--- config.mk ---
export PLATFORM = sky130hd
export DESIGN_NAME = power_frame_logger
export DESIGN_NICKNAME = d
export VERILOG_FILES = /design/src/rtl/power_data_pkg.sv /design/src/rtl/window_stats.sv /design/src/rtl/power_frame_logger.sv
export SDC_FILE = /design/constraint.sdc
export NUM_CORES = 1
export LEC_CHECK = 0
export ABC_AREA = 1
export CORE_UTILIZATION = 46
export CTS_BUF_LIST = sky130_fd_sc_hd__clkbuf_4
export CTS_CLUSTER_SIZE = 30
export DETAILED_ROUTE_END_ITERATION = 12
export PLACE_DENSITY = 0.64
export SYNTH_ARGS = -nofsm -noshare
export SYNTH_HDL_FRONTEND = slang
export SYNTH_SLANG_ARGS = --single-unit
export TNS_END_PERCENT = 100
--- constraint.sdc ---
create_clock -name clk -period 7.1 [get_ports clk]
set_input_delay 1.42 -clock clk [delete_from_list [all_inputs] [get_ports clk]]
set_output_delay 1.42 -clock clk [all_outputs]
set_load 0.01 [all_outputs]
--- src/rtl/power_data_pkg.sv ---
// Shared types and constants for the power converter statistics frame logger.
package power_data_pkg;

  typedef enum logic [1:0] {
    IDLE     = 2'd0,
    SEND_AVG = 2'd1,
    SEND_MIN = 2'd2,
    SEND_MAX = 2'd3
  } frame_state_t;

  localparam int BYTE_AVG    = 0;
  localparam int BYTE_MIN    = 1;
  localparam int BYTE_MAX    = 2;
  localparam int FRAME_BYTES = 3;

  // Min tracker starts all-ones and max tracker all-zeros, so the first sample wins both.
  localparam logic MIN_INIT_BIT = 1'b1;
  localparam logic MAX_INIT_BIT = 1'b0;

endpackage

--- src/rtl/window_stats.sv ---
// Accumulates 2^LOG2_WIN accepted samples; done pulses combinationally with the
// window-completing sample, with avg/min/max already including that sample.
module window_stats
  import power_data_pkg::*;
#(
  parameter int DATA_W   = 8,
  parameter int LOG2_WIN = 3
) (
  input  logic              clk,
  input  logic              rst_n,
  input  logic              sample_valid,
  input  logic [DATA_W-1:0] sample,
  output logic              done,
  output logic [DATA_W-1:0] avg,
  output logic [DATA_W-1:0] min_val,
  output logic [DATA_W-1:0] max_val
);

  localparam int ACC_W = DATA_W + LOG2_WIN;

  logic [ACC_W-1:0]    acc_q;
  logic [ACC_W-1:0]    sum;
  logic [LOG2_WIN-1:0] cnt_q;
  logic [DATA_W-1:0]   min_q;
  logic [DATA_W-1:0]   max_q;

  always_comb begin
    sum     = acc_q + ACC_W'(sample);
    min_val = (sample < min_q) ? sample : min_q;
    max_val = (sample > max_q) ? sample : max_q;
    avg     = sum[ACC_W-1:LOG2_WIN];
  end

  assign done = sample_valid && (cnt_q == {LOG2_WIN{1'b1}});

  always_ff @(posedge clk or posedge rst_n) begin
    if (rst_n) begin
      acc_q <= '0;
      cnt_q <= '0;
      min_q <= {DATA_W{MIN_INIT_BIT}};
      max_q <= {DATA_W{MAX_INIT_BIT}};
    end else if (sample_valid) begin
      cnt_q <= cnt_q + LOG2_WIN'(1);
      if (done) begin
        acc_q <= '0;
        min_q <= {DATA_W{MIN_INIT_BIT}};
        max_q <= {DATA_W{MAX_INIT_BIT}};
      end else begin
        acc_q <= sum;
        min_q <= min_val;
        max_q <= max_val;
      end
    end
  end

endmodule

--- src/rtl/power_frame_logger.sv ---
// Emits one 3-byte AVG/MIN/MAX frame per completed sample window over a valid/ready
// byte stream, with one pending frame slot and a sticky overrun flag for dropped windows.
module power_frame_logger
  import power_data_pkg::*;
#(
  parameter int DATA_W   = 8,
  parameter int LOG2_WIN = 3
) (
  input  logic              clk,
  input  logic              rst_n,
  input  logic              sample_valid,
  input  logic [DATA_W-1:0] sample,
  input  logic              byte_ready,
  output logic              byte_valid,
  output logic [DATA_W-1:0] byte_data,
  output logic              frame_first,
  output logic              frame_last,
  input  logic              clear_overrun,
  output logic              overrun
);

  logic              win_done;
  logic [DATA_W-1:0] win_avg;
  logic [DATA_W-1:0] win_min;
  logic [DATA_W-1:0] win_max;

  window_stats #(
    .DATA_W  (DATA_W),
    .LOG2_WIN(LOG2_WIN)
  ) u_stats (
    .clk         (clk),
    .rst_n       (rst_n),
    .sample_valid(sample_valid),
    .sample      (sample),
    .done        (win_done),
    .avg         (win_avg),
    .min_val     (win_min),
    .max_val     (win_max)
  );

  frame_state_t      state_q, state_nx;
  logic [DATA_W-1:0] new_f   [FRAME_BYTES];
  logic [DATA_W-1:0] act_q   [FRAME_BYTES];
  logic [DATA_W-1:0] act_nx  [FRAME_BYTES];
  logic [DATA_W-1:0] pend_q  [FRAME_BYTES];
  logic [DATA_W-1:0] pend_nx [FRAME_BYTES];
  logic              pend_vld_q, pend_vld_nx;
  logic              hs, free, ovr_set;
  logic [DATA_W-1:0] data_nx;
  logic              first_nx, last_nx;
  logic [DATA_W-1:0] data_q;
  logic              first_q, last_q, overrun_q;

  assign byte_valid  = (state_q != IDLE);
  assign byte_data   = data_q;
  assign frame_first = first_q;
  assign frame_last  = last_q;
  assign overrun     = overrun_q;

  always_comb begin
    new_f[BYTE_AVG] = win_avg;
    new_f[BYTE_MIN] = win_min;
    new_f[BYTE_MAX] = win_max;
  end

  always_comb begin
    state_nx    = state_q;
    act_nx      = act_q;
    pend_nx     = pend_q;
    pend_vld_nx = pend_vld_q;
    ovr_set     = 1'b0;
    hs          = byte_valid && byte_ready;
    // The sender is free to load a frame when idle or on the final byte's handshake.
    free        = (state_q == IDLE) || ((state_q == SEND_MAX) && hs);

    if (free) begin
      if (pend_vld_q) begin
        act_nx   = pend_q;
        state_nx = SEND_AVG;
        if (win_done) begin
          pend_nx = new_f;
        end else begin
          pend_vld_nx = 1'b0;
        end
      end else if (win_done) begin
        act_nx   = new_f;
        state_nx = SEND_AVG;
      end else begin
        state_nx = IDLE;
      end
    end else begin
      if (hs) begin
        case (state_q)
          SEND_AVG: state_nx = SEND_MIN;
          SEND_MIN: state_nx = SEND_MAX;
          default:  state_nx = state_q;
        endcase
      end
      if (win_done) begin
        if (!pend_vld_q) begin
          pend_nx     = new_f;
          pend_vld_nx = 1'b1;
        end else begin
          ovr_set = 1'b1;
        end
      end
    end

    // Output bytes are registered from the next state, so they hold while stalled.
    data_nx  = '0;
    first_nx = 1'b0;
    last_nx  = 1'b0;
    case (state_nx)
      SEND_AVG: begin
        data_nx  = act_nx[BYTE_AVG];
        first_nx = 1'b1;
      end
      SEND_MIN: data_nx = act_nx[BYTE_MIN];
      SEND_MAX: begin
        data_nx = act_nx[BYTE_MAX];
        last_nx = 1'b1;
      end
      default: data_nx = '0;
    endcase
  end

  always_ff @(posedge clk or posedge rst_n) begin
    if (rst_n) begin
      state_q    <= IDLE;
      pend_vld_q <= 1'b0;
      data_q     <= '0;
      first_q    <= 1'b0;
      last_q     <= 1'b0;
      overrun_q  <= 1'b0;
      for (int i = 0; i < FRAME_BYTES; i++) begin
        act_q[i]  <= '0;
        pend_q[i] <= '0;
      end
    end else begin
      state_q    <= state_nx;
      pend_vld_q <= pend_vld_nx;
      data_q     <= data_nx;
      first_q    <= first_nx;
      last_q     <= last_nx;
      act_q      <= act_nx;
      pend_q     <= pend_nx;
      if (ovr_set) begin
        overrun_q <= 1'b1;
      end else if (clear_overrun) begin
        overrun_q <= 1'b0;
      end
    end
  end

endmodule

==> results.sh <==
export IMPL_outcome="complete, no violations"
export IMPL_hold_viol_final=0
export IMPL_drc=0
export IMPL_hold_buffers=0
export IMPL_cts_root_buf="clkbuf_4"
export IMPL_wire_per_inst_um=15.46
export IMPL_ys_ff_latch=92
export IMPL_finalWorstPathRequiredPeriod_ps=3515
export IMPL_cts_buffer_depth=2
export IMPL_area_growth_synth_to_final_pct=7.591
export IMPL_synth_area_leaders="dfrtp_1 41%, nand2_1 14%, ha_1 6.1%"
export IMPL_cts_tree="built"
export IMPL_via_per_inst=5.331
export IMPL_dr_first_iter_drc_count=165
export IMPL_totalPowerFinal_uw=1993
export IMPL_drive_gt1_frac=0.09612
export IMPL_yosysUniqueCellTypes=42
export IMPL_crit_slowest_cell="a21oi_1"
export IMPL_avgSynthCellArea_um2=8.163
export IMPL_die_area_um2=11530
export IMPL_gr_usage_all_layers=0.2315
export IMPL_p_leak_uw=0.002833
export IMPL_slowest_delay_ps=840
export IMPL_routed_wl_um=12140
export IMPL_fp_row_count=38
export IMPL_grt_pass1_wl_um=20530
export IMPL_insertion_delay_ps=460
export IMPL_finClkSkew_ps=14.93
export IMPL_first_global_vias=3991
export IMPL_drt_pass1_iterations=4
export IMPL_p_comb_frac=0.446
export IMPL_finalCritPeriodShare=0.4950
export IMPL_start_util=0.4714
export IMPL_overflow=0
export IMPL_required_ps=7450
export IMPL_switchingPower_uw=866.9
export IMPL_synth_seq_area_share=0.4525
export IMPL_antenna_cells=0
export IMPL_fillers=1086
export IMPL_vias=4185
export IMPL_coreArea_um2=10840
export IMPL_synth_nets=665
export IMPL_rsz0062_at_grt="no"
export IMPL_ys_flop_type="dfrtp_1"
export IMPL_ioPinCount=25
export IMPL_crit_arrival_ps=3870
export IMPL_layout_nets=679
export IMPL_postCtsSetupBuffers=0
export IMPL_hp_class="reg2reg"
export IMPL_fp_dieW_um=107.4
export IMPL_drtAntennaViolNets=0
export IMPL_synth_cells=626
export IMPL_seq_power_share=0.425
export IMPL_synth_area_um2=5110
export IMPL_die_h_um=107.4
export IMPL_tns_ps=0
export IMPL_cts_inserted_buffers=9
export IMPL_rrSetupSlack_ps=4310
export IMPL_max_slew_margin=0.2950
export IMPL_placed_cells=769
export IMPL_startpoint_type="input pin"
export IMPL_switching_share=0.4350
export IMPL_synth_edf_count=0
export IMPL_place_gp_congestion=0.8471
export IMPL_yosys_area_top_type_share=0.4114
export IMPL_critPathCaptureType="flop"
export IMPL_internal_power_uw=1126
export IMPL_htreeDepth=3
export IMPL_clk_pin_slew_ps=140
export IMPL_slew_viol_final=0
export IMPL_fmax_ghz=0.2845
export IMPL_cts_repair_resized=0
export IMPL_setup_viol_count_final=0
export IMPL_maxCapViolCount=0
export IMPL_yosysWarningCount=0
export IMPL_critPathKind="in2reg"
export IMPL_yosys_area_top_type="dfrtp_1"
export IMPL_cp_cell_sequence="clkdlybuf4s50_1, buf_4, a21oi_1, inv_1, nand2_2, a21oi_4, nand2_1, nand3_1"
export IMPL_path_max_fanout=26
export IMPL_place_hpwl_um=8819
export IMPL_worst_pin_slew_ps=1057
export IMPL_io_buffers=24
export IMPL_power_frac_clock=0.129
export IMPL_clock_sinks=92
export IMPL_stdcell_count=785
export IMPL_grt_max_degree=53
export IMPL_p_per_area_nw_per_um2=362.5
export IMPL_antenna_found_initial=0
export IMPL_irDropWorstVdd_mv=0.1785
export IMPL_synthArstFlopShare=1.000
-- synth_stat cells, types with 2 or more instances --
cell,instances
o22ai_1,21
dfstp_2,8
dfrtp_1,84
o21a_1,3
ha_1,25
nand3_1,42
buf_4,5
a22o_1,2
nand4_1,17
clkbuf_1,7
buf_6,6
a221oi_1,7
o21ai_0,8
nand2_2,6
o21ai_2,7
a221oi_2,3
a31oi_1,2
a22oi_1,7
nor2_1,14
o21ai_1,26
or2_2,2
inv_2,10
inv_1,75
nand2_1,196
nor2_2,2
a21oi_1,18
and2_1,2
buf_2,4
nand2_4,2
a21boi_1,3
-- final timing paths --
kind,from,endpoint,cells past startpoint
max,sample_valid,byte_data[0],8
min,u_stats.cnt_q[0],u_stats.cnt_q[0],1
max reg2reg,u_stats.cnt_q[0],byte_data[0],8
min reg2reg,u_stats.cnt_q[0],u_stats.cnt_q[0],1
max in group asynchronous,rst_n,u_stats.acc_q[3],3
min in group asynchronous,rst_n,act_q[16],2
-- logic make-up (layout without fill, tap and decap cells) --
kind of cell	Yosys count	count (layout)	synth area share
adders and majority gates	26	26	0.06513
xor gates and xnor gates	2	2	0.003429
DFF	92	92	0.4525
AOI/OAI and AO/OA	109	109	0.1391
buffers and inverters	110	129	0.09476
and+or+nand+nor	287	287	0.2451
-- stage by stage --
step	worst slack [ps]	area, um^2	hold slack, ps	utilization
floorplan	3301	5110	444.5	-
detailed placement	3124	5386	469.2	0.4969
global placement	3130	5386	457.4	0.4969
CTS	3638	5498	491.0	0.5072
global route	3420	5498	518.9	0.5072
finish	3585	5498	486.5	0.5072
-- critical path, delay by kind of cell --
family | cells | cell delay, ps
AOI/OAI and AO/OA | 2 | 990
buffers and inverters | 3 | 940
and+or+nand+nor | 3 | 510
-- power groups by stage --
stage | Sequential (uW) | Clock, uW | Combinational [uW]
6_report | 846 | 257 | 889
3_5_place_dp | 854 | 0 | 878
2_1_floorplan | 819 | 0 | 693
3_3_place_gp | 850 | 0 | 849
5_1_grt | 867 | 282 | 1010
4_1_cts | 844 | 267 | 884
-- layer usage --
metal  wire length [um]  up-vias  track usage  part of all wire
met5                  0        -            0                 0
met3                510       11      0.05327             0.042
met2               5440      103       0.3544              0.45
met4                171        0      0.06067             0.014
li1                   -     2089            -                 -
met1               6014     1982       0.3294              0.50
-- cell type report --
cell class / instances / area [um^2] / share of cell area
sequential: 92 / 2312 / 0.4206
tap: 140 / 175.2 / 0.03186
clock inverter: 5 / 28.78 / 0.005234
inverter: 87 / 330.3 / 0.06008
multi-input combinational: 424 / 2313 / 0.4208
timing repair buffer: 26 / 255.2 / 0.04643
clock buffer: 11 / 82.58 / 0.01502
-- sequential cells by signal, indices dropped and copies added (netlist names) --
| signal | flops |
|---|---|
| overrun | 1 |
| frame_first | 1 |
| u_stats.acc_q | 11 |
| u_stats.min_q | 8 |
| u_stats.max_q | 8 |
| u_stats.cnt_q | 3 |
| frame_last | 1 |
| byte_data | 8 |
| act_q | 24 |
| pend_q | 24 |
| state_q | 2 |
| pend_vld_q | 1 |
-- placed cells by master, fill, tap and decap left out, drive strengths merged, types with 6 or more instances in the layout --
cell / count
a21oi: 19
a221oi: 10
a22oi: 7
clkbuf: 11
clkdlybuf4s50: 24
clkinv: 6
dfrtp: 84
dfstp: 8
ha: 25
inv: 85
nand2: 204
nand3: 42
nand4: 18
nor2: 18
o21ai: 41
o22ai: 21
(Power assumes the default switching activity.)
